$ cat src/rtl/uart_tx_arbiter.sv
// Round-robin arbiter and sequencer that shares one UART transmitter between two byte sources.
// Define UART_TX_ARB_GAP_EN to build the inter-frame guard gap (GAP state plus 8-bit baud tick counter).
module uart_tx_arbiter #(
    parameter int DBIT      = 8,
    parameter int GAP_TICKS = 16
) (
    input  logic            i_clk,
    input  logic            i_rst,
    input  logic            i_baud_tick,
    input  logic            i_req0,
    input  logic [DBIT-1:0] i_data0,
    output logic            o_ack0,
    input  logic            i_req1,
    input  logic [DBIT-1:0] i_data1,
    output logic            o_ack1,
    output logic            o_tx_start,
    output logic [DBIT-1:0] o_tx_data,
    input  logic            i_tx_done,
    output logic            o_busy
);

`ifdef UART_TX_ARB_GAP_EN
    typedef enum logic [1:0] {
        IDLE      = 2'd0,
        WAIT_DONE = 2'd1,
        GAP       = 2'd2
    } state_t;

    localparam logic [7:0] GAP_LIMIT = 8'(GAP_TICKS);

    logic [7:0] gap_cnt;
    logic [7:0] gap_cnt_d;
`else
    typedef enum logic [1:0] {
        IDLE      = 2'd0,
        WAIT_DONE = 2'd1
    } state_t;

    logic unused_gap;
    assign unused_gap = i_baud_tick | (GAP_TICKS == 0);
`endif

    state_t          state;
    state_t          state_d;
    logic            ack0_d;
    logic            ack1_d;
    logic            start_d;
    logic [DBIT-1:0] tx_data_d;
    logic            last_grant;
    logic            last_grant_d;
    logic            grant0;
    logic            grant1;

    // Handshake: a requester holds req/data stable until it sees its ack; the ack
    // cycle alone consumes the byte, and dropping req before ack withdraws it.
    // On a tie the requester that was not granted last wins.
    assign grant1 = i_req1 && (!i_req0 || !last_grant);
    assign grant0 = i_req0 && !grant1;

    always_comb begin
        state_d      = state;
        ack0_d       = 1'b0;
        ack1_d       = 1'b0;
        start_d      = 1'b0;
        tx_data_d    = o_tx_data;
        last_grant_d = last_grant;
`ifdef UART_TX_ARB_GAP_EN
        gap_cnt_d    = gap_cnt;
`endif
        case (state)
            IDLE: begin
                if (grant0 || grant1) begin
                    ack0_d       = grant0;
                    ack1_d       = grant1;
                    start_d      = 1'b1;
                    tx_data_d    = grant1 ? i_data1 : i_data0;
                    last_grant_d = grant1;
                    state_d      = WAIT_DONE;
                end
            end
            WAIT_DONE: begin
                if (i_tx_done) begin
`ifdef UART_TX_ARB_GAP_EN
                    // A tick coinciding with done is deliberately not counted.
                    state_d   = GAP;
                    gap_cnt_d = 8'd0;
`else
                    state_d   = IDLE;
`endif
                end
            end
`ifdef UART_TX_ARB_GAP_EN
            GAP: begin
                if (i_baud_tick) begin
                    gap_cnt_d = gap_cnt + 8'd1;
                    if (gap_cnt + 8'd1 == GAP_LIMIT) begin
                        state_d = IDLE;
                    end
                end
            end
`endif
            default: state_d = IDLE;
        endcase
    end

    always_ff @(posedge i_clk) begin
        if (i_rst) begin
            state      <= IDLE;
            o_ack0     <= 1'b0;
            o_ack1     <= 1'b0;
            o_tx_start <= 1'b0;
            o_tx_data  <= '0;
            o_busy     <= 1'b0;
            last_grant <= 1'b1;
`ifdef UART_TX_ARB_GAP_EN
            gap_cnt    <= 8'd0;
`endif
        end else begin
            state      <= state_d;
            o_ack0     <= ack0_d;
            o_ack1     <= ack1_d;
            o_tx_start <= start_d;
            o_tx_data  <= tx_data_d;
            o_busy     <= (state_d != IDLE);
            last_grant <= last_grant_d;
`ifdef UART_TX_ARB_GAP_EN
            gap_cnt    <= gap_cnt_d;
`endif
        end
    end

endmodule

$ cat config.mk
export PLATFORM = sky130hd
export DESIGN_NAME = uart_tx_arbiter
export DESIGN_NICKNAME = d
export VERILOG_FILES = /design/src/rtl/uart_tx_arbiter.sv
export SDC_FILE = /design/constraint.sdc
export NUM_CORES = 1
export LEC_CHECK = 0
export CORE_MARGIN = 2
export CORE_UTILIZATION = 30
export CTS_BUF_LIST = sky130_fd_sc_hd__clkbuf_4 sky130_fd_sc_hd__clkbuf_8 sky130_fd_sc_hd__clkbuf_16
export DETAILED_ROUTE_END_ITERATION = 7
export DONT_BUFFER_PORTS = 1
export GPL_ROUTABILITY_DRIVEN = 0
export PLACE_DENSITY = 0.5
export SLEW_MARGIN = 20
export SYNTH_ARGS = -nofsm -noshare
export SYNTH_HDL_FRONTEND = slang
export SYNTH_SLANG_ARGS = --single-unit
export TNS_END_PERCENT = 100
$ cat constraint.sdc
create_clock -name i_clk -period 1.5 [get_ports i_clk]
set_input_delay 0.3 -clock i_clk [delete_from_list [all_inputs] [get_ports i_clk]]
set_output_delay 0.3 -clock i_clk [all_outputs]
set_load 0.005 [all_outputs]
==> results of run 1 <==
-- final cells by class --
type | count | area share
Tap cell | 27 | 0.05037
Clock buffer | 4 | 0.04478
Multi-Input combinational cell | 49 | 0.4123
Timing Repair Buffer | 4 | 0.04478
Sequential cell | 15 | 0.4478
-- synth_stat cells (all sizes together) --
| library cell | n |
|---|---|
| a21oi | 10 |
| dfxtp | 15 |
| a311oi | 8 |
| a21bo | 1 |
| and3 | 1 |
| a211o | 1 |
| nor2 | 3 |
| and2 | 1 |
| nand2 | 19 |
| a21boi | 1 |
| clkbuf | 2 |
| buf | 3 |
| nor3 | 2 |
| or2 | 1 |
| conb | 1 |
-- flip-flops by register name, indices dropped and copies added (netlist names) --
signal	flops
o_tx_data	8
o_busy	1
o_tx_start	1
state	2
o_ack1	1
o_ack0	1
last_grant	1
-- metrics by stage --
stage / worst slack (ps) / cell area, sq um
2_1_floorplan: 310.6 / 613.1
3_3_place_gp: 255.5 / 640.6
3_5_place_dp: 272.0 / 640.6
4_1_cts: 294.0 / 670.6
5_1_grt: 153.0 / 670.6
6_report: 291.2 / 670.6
-- critical path, delay by kind of cell, from the launching register on --
family | cells | cell delay (ps)
DFF | 1 | 310
and+or+nand+nor | 2 | 620
AOI/OAI and AO/OA | 1 | 150
-- worst min-delay path by stage --
stage / slack [ps] / end / startpoint
2_1_floorplan: 370 / o_tx_data[0]$_SDFFE_PP0P_ / i_rst
3_3_place_gp: 370 / o_tx_data[7]$_SDFFE_PP0P_ / i_rst
3_5_place_dp: 370 / o_tx_data[7]$_SDFFE_PP0P_ / i_rst
4_1_cts: 60 / o_tx_data[7]$_SDFFE_PP0P_ / i_rst
5_1_grt: 50 / o_tx_data[7]$_SDFFE_PP0P_ / i_rst
6_report: 80 / o_tx_data[7]$_SDFFE_PP0P_ / i_rst
-- cells by family (layout without fill, tap and decap cells) --
| kind of cell | after synthesis | count (layout) |
|---|---|---|
| other cells | 1 | 1 |
| flops | 15 | 15 |
| simple gates | 27 | 27 |
| buf+inv | 5 | 8 |
| compound gates | 21 | 21 |
-- power breakdown --
group	internal (mW)	switching, mW
Sequential	0.428	0.0199
Clock	0.121	0.117
Combinational	0.0436	0.0519
-- layout by cell type (no fill, tap or decap), drive strengths merged --
cell type	synthesis	final
nand2	19	19
dfxtp	15	15
a21oi	10	10
a311oi	8	8
clkbuf	2	4
buf	3	4
nor2	3	3
nor3	2	2
a21bo	1	1
or2	1	1
and2	1	1
a21boi	1	1
and3	1	1
a211o	1	1
conb	1	1
-- metal layers --
metal  GRT usage  up-vias
met1      0.1297      220
li1            -      248
met2      0.1734       24
met3     0.07669        0
met5           0        -
met4     0.02857        0
==> results.yml, run 1 <==
outcome:
  status: "completed"
grt:
  grt_max_degree: 15
  overflow: 0
  grt_pass1_wl_microns: 2028
  track_usage: 0.1139
  antenna_found_initial: 0
  grt_pass1_vias: 416
critical_path:
  crit_end: "o_tx_data[2]$_SDFFE_PP0P_"
  critical_path_required_ps: 1650
  startpoint_type: "flip-flop"
  critPathSlowestCell: "and2_1"
  crit_start: "state[1]$_SDFF_PP0_"
  reg2reg_from: "state[1]$_SDFF_PP0_"
  critical_path_class: "flip-flop to flip-flop"
  r2r-end: "o_tx_data[2]$_SDFFE_PP0P_"
  arrival_ps: 1360
  rrSetupSlack_ps: 290
  crit_chain: "nor2_1, and2_1, a311oi_1"
  reg2reg_depth: 3
  cp_max_fo: 8
  max_stage_delay_ps: 380
  endpoint_kind: "flip-flop"
synthesis:
  ys_seq_area_frac: 0.4898
  yosys_warnings: 0
  yosys-top-cells-area: "dfxtp_1 49%, nand2_1 12%, a311oi_1 10%"
  synthCells: 69
  syn_area_sq_um: 613.1
  synth_fp_nets: 91
  ys_ff_latch: 15
  yosys.cell_types.count: 18
  yosys.area_share.simple: 0.1898
  synth_compound_area_frac: 0.2551
  synth_top_area_frac: 0.4898
  synth_xor_xnor_area_share: 0
  syn_avg_cell_area_sq_um: 8.885
  synth_mux_area_frac: 0
  synth_area_leader_cell: "dfxtp_1"
  synth_top_family_by_area: "compound AO/OA/AOI/OAI gates"
  synth_adder_area_share: 0
layout:
  n_antenna_cell: 0
  fin_nets: 95
  syn2layout_area_growth_pct: 9.388
  drive_gt1_frac: 0.1667
  fillers: 234
  utilization: 0.3454
  seq_area_sq_um: 300.3
  stdcell_count: 99
  multi_input_area_sq_um: 276.5
sta:
  period_minus_slack_ps: 1209
  rsz0062_at_grt: "no"
  finalSetupViolCount: 0
  fmax_ghz: 0.8273
  setup_tns_ps: 0
  slew_viol_final: 0
  final_hold_viol_count: 0
  min_period_over_period: 0.8059
  fin_skew_ps: 2.799
  whs_ps: 76.11
clocking:
  clockBufferDepth: 2
  cts_root_buf: "clkbuf_4"
  cts.sinks: 15
  ctsResizeCount: 0
  worstSkewPairLatency_ps: 280
  cts_tree: "done"
  cts_buffers: 3
  h-tree-depth: 1
  postCtsHoldBufs: 0
  clk_pin_slew_ps: 80
  postCtsSetupBuffers: 0
job:
  maxCapViolCount: 0
die:
  die-area_sq_mm: 0.002421
  die_w_microns: 49.21
  io_pins: 34
  die_y_microns: 49.21
  core_area_sq_mm: 0.001942
  start_util: 0.3157
  fp-row-count: 16
detailed_routing:
  met3_wirelength_microns: 135
  drcViolationCount: 0
  routed_wl_microns: 1295
  dr.pass1.iters: 3
  wl_met1_microns: 550
  viasPerCell: 4.970
  wl_met2_microns: 610
  ant_nets: 0
  wl_per_cell_microns: 13.08
  drt-initial-drc-count: 10
  via_count: 492
  routed.top_layer: "met3"
power:
  vdd_ir_drop_max_mv: 0.5291
  power.leakage_nw: 0.2540
  power_uw: 781.5
  power.density_mw_per_mm2: 1165
worst_hold_path:
  min_delay_path_depth: 1
  hold_path_class: "primary input to flip-flop"
placed_design:
  dp_cells: 95
  port_buffers: 0
  hpwl_microns: 982.6
Note: power is estimated with default switching activity, not from simulation.
==> run 2: changes to the inputs <==
==> constraint.sdc (replaced) <==
create_clock -name i_clk -period 1.2 [get_ports i_clk]
set_input_delay 0.24 -clock i_clk [delete_from_list [all_inputs] [get_ports i_clk]]
set_output_delay 0.24 -clock i_clk [all_outputs]
set_load 0.005 [all_outputs]
==> run 2 against run 1 <==
  * Combinational power grew 49%
  * Largest cell class unchanged
  * Core utilization grew 2.5 points
  * Critical endpoint is now o_tx_data[0]$_SDFFE_PP0P_
  * Clock-buffer cell count is the same
  * Critical path type unchanged
==> results.yml, run 2 (same netlist as run 1, synthesis figures left out) <==
layout:
  syn2layout_area_growth_pct: 17.35
  fin_area_sq_um: 719.4
  largest_register: "o_tx_data"
  final_common_cell: "nand2_1"
  layout_common_cells: "19 x nand2_1, 15 x dfxtp_1, 10 x a21oi_1, 7 x buf_4, 6 x a311oi_1"
  fillers: 217
  fin_nets: 99
  largest_register_ffs: 8
  n_antenna_cell: 0
  drive_gt1_frac: 0.2368
  multi_input_area_sq_um: 292.8
  top_regs: "o_tx_data (8), state (2)"
  seq_area_sq_um: 300.3
clocking:
  cts_buffers: 3
  cts.sinks: 15
  clk_pin_slew_ps: 80
  clockBufferDepth: 2
  worstSkewPairLatency_ps: 280
  h-tree-depth: 1
  cts_tree: "done"
  cts_root_buf: "clkbuf_4"
critical_path:
  critPathSlowestCell: "dfxtp_1"
  max_stage_delay_ps: 350
  reg2reg_from: "last_grant$_SDFFE_PP1P_"
  critical_path_class: "flip-flop to flip-flop"
  crit_chain: "a21boi_2, buf_4, nand2_1, a311oi_2"
  reg2reg_depth: 4
  startpoint_type: "flip-flop"
  arrival_ps: 1320
  endpoint_kind: "flip-flop"
  critical_path_required_ps: 1400
  crit_family: "compound AO/OA/AOI/OAI gates"
  cp_max_fo: 6
  rrSetupSlack_ps: 80
  critPathBufInv: 1
  r2r-end: "o_tx_data[0]$_SDFFE_PP0P_"
die:
  die_y_microns: 49.21
  fp-row-count: 16
  start_util: 0.3157
  core_area_sq_mm: 0.001942
  io_pins: 34
  die_w_microns: 49.21
  die-area_sq_mm: 0.002421
sta:
  final_hold_viol_count: 0
  period_minus_slack_ps: 1115
  rsz0062_at_grt: "no"
  min_period_over_period: 0.9293
  fmax_ghz: 0.8967
  fin_skew_ps: 1.918
  slew_viol_final: 0
  finalSetupViolCount: 0
worst_hold_path:
  hp-start: "i_rst"
  hold_path_class: "primary input to flip-flop"
  min_to: "o_tx_data[5]$_SDFFE_PP0P_"
  min_delay_path_depth: 1
detailed_routing:
  routed_wl_microns: 1396
  wl_met1_microns: 598
  ant_nets: 0
  wl_met2_microns: 631
  dr.pass1.iters: 4
  wl_per_cell_microns: 13.55
  met3_wirelength_microns: 156
  via_count: 504
  viasPerCell: 4.893
  routed.top_layer: "met4"
  drt-initial-drc-count: 7
  drcViolationCount: 0
placed_design:
  port_buffers: 0
  placed_area_sq_um: 663.1
  hpwl_microns: 1006
outcome:
  status: "completed"
grt:
  track_usage: 0.1203
  overflow: 0
  grt_pass1_wl_microns: 2159
  antenna_found_initial: 0
  grt_max_degree: 15
  grt_pass1_vias: 457
power:
  switching_share: 0.2488
  clkPwrFrac: 0.302
  power.density_mw_per_mm2: 1398
  intPower_uw: 755.6
  combPwrFrac: 0.141
  power_mw: 1.006
  p_seq_frac: 0.557
  p_switching_uw: 250.2
  power.leakage_nw: 0.2768
  vdd_ir_drop_max_mv: 0.8862
job:
  maxCapViolCount: 0
[run 2: area by class of cell]
cell class | count | area share
clock buffer | 4 | 0.04174
sequential | 15 | 0.4174
tap | 27 | 0.04696
multi-input combinational | 49 | 0.4070
timing repair buffer | 8 | 0.08696
[run 2: timing repair]
item	4_1_cts	5_1_grt
resized for setup	1	3
hold buffers	0	1
setup buffers	0	0
endpoints found under the hold margin	0	6
pin swaps	0	1
endpoints found under the setup margin	8	10
[run 2: how the worst max path moves through the flow]
stage | from | to | slack, ps | cells after the start
2_1_floorplan | i_req0 | last_grant$_SDFFE_PP1P_ | 70 | 4
3_5_place_dp | state[1]$_SDFF_PP0_ | o_tx_data[0]$_SDFFE_PP0P_ | -30 | 3
4_1_cts | state[1]$_SDFF_PP0_ | o_tx_data[7]$_SDFFE_PP0P_ | 20 | 4
5_1_grt | last_grant$_SDFFE_PP1P_ | o_tx_data[5]$_SDFFE_PP0P_ | 8 | 4
6_report | last_grant$_SDFFE_PP1P_ | o_tx_data[0]$_SDFFE_PP0P_ | 80 | 4
3_3_place_gp | state[1]$_SDFF_PP0_ | o_tx_data[1]$_SDFFE_PP0P_ | -50 | 3
[run 2: power by group through the flow]
stage	registers [mW]	logic (mW)	clock network, mW
finish	0.560	0.142	0.304
CTS	0.560	0.132	0.320
global placement	0.571	0.129	0
detailed placement	0.572	0.131	0
global route	0.565	0.160	0.344
floorplan	0.565	0.105	0
[run 2: metrics by stage]
stage / cells / util / hold slack, ps / setup slack [ps] / setup TNS, ps
after CTS: 102 / 0.3576 / 5.413 / 16.18 / 0
after detailed placement: 98 / 0.3415 / 311.5 / -30.62 / -216.9
after global routing: 103 / 0.3705 / 0.07302 / 7.734 / 0
after global placement: 98 / 0.3415 / 310.6 / -51.78 / -388.2
after floorplan: 69 / - / 312.1 / 70.62 / 0
final: 103 / 0.3705 / 17.15 / 84.79 / 0
[run 2: worst reg2reg max path: cells and delay by family, from the launching register on]
| family | cells | cell delay [ps] |
|---|---|---|
| AOI/OAI and AO/OA | 2 | 440 |
| and+or+nand+nor | 1 | 70 |
| DFF | 1 | 350 |
| buffers and inverters | 1 | 170 |
[run 2: metal layers]
metal,track usage,up-vias
li1,-,257
met1,0.1316,220
met2,0.1914,25
met3,0.07975,2
met4,0.02857,0
met5,0,-
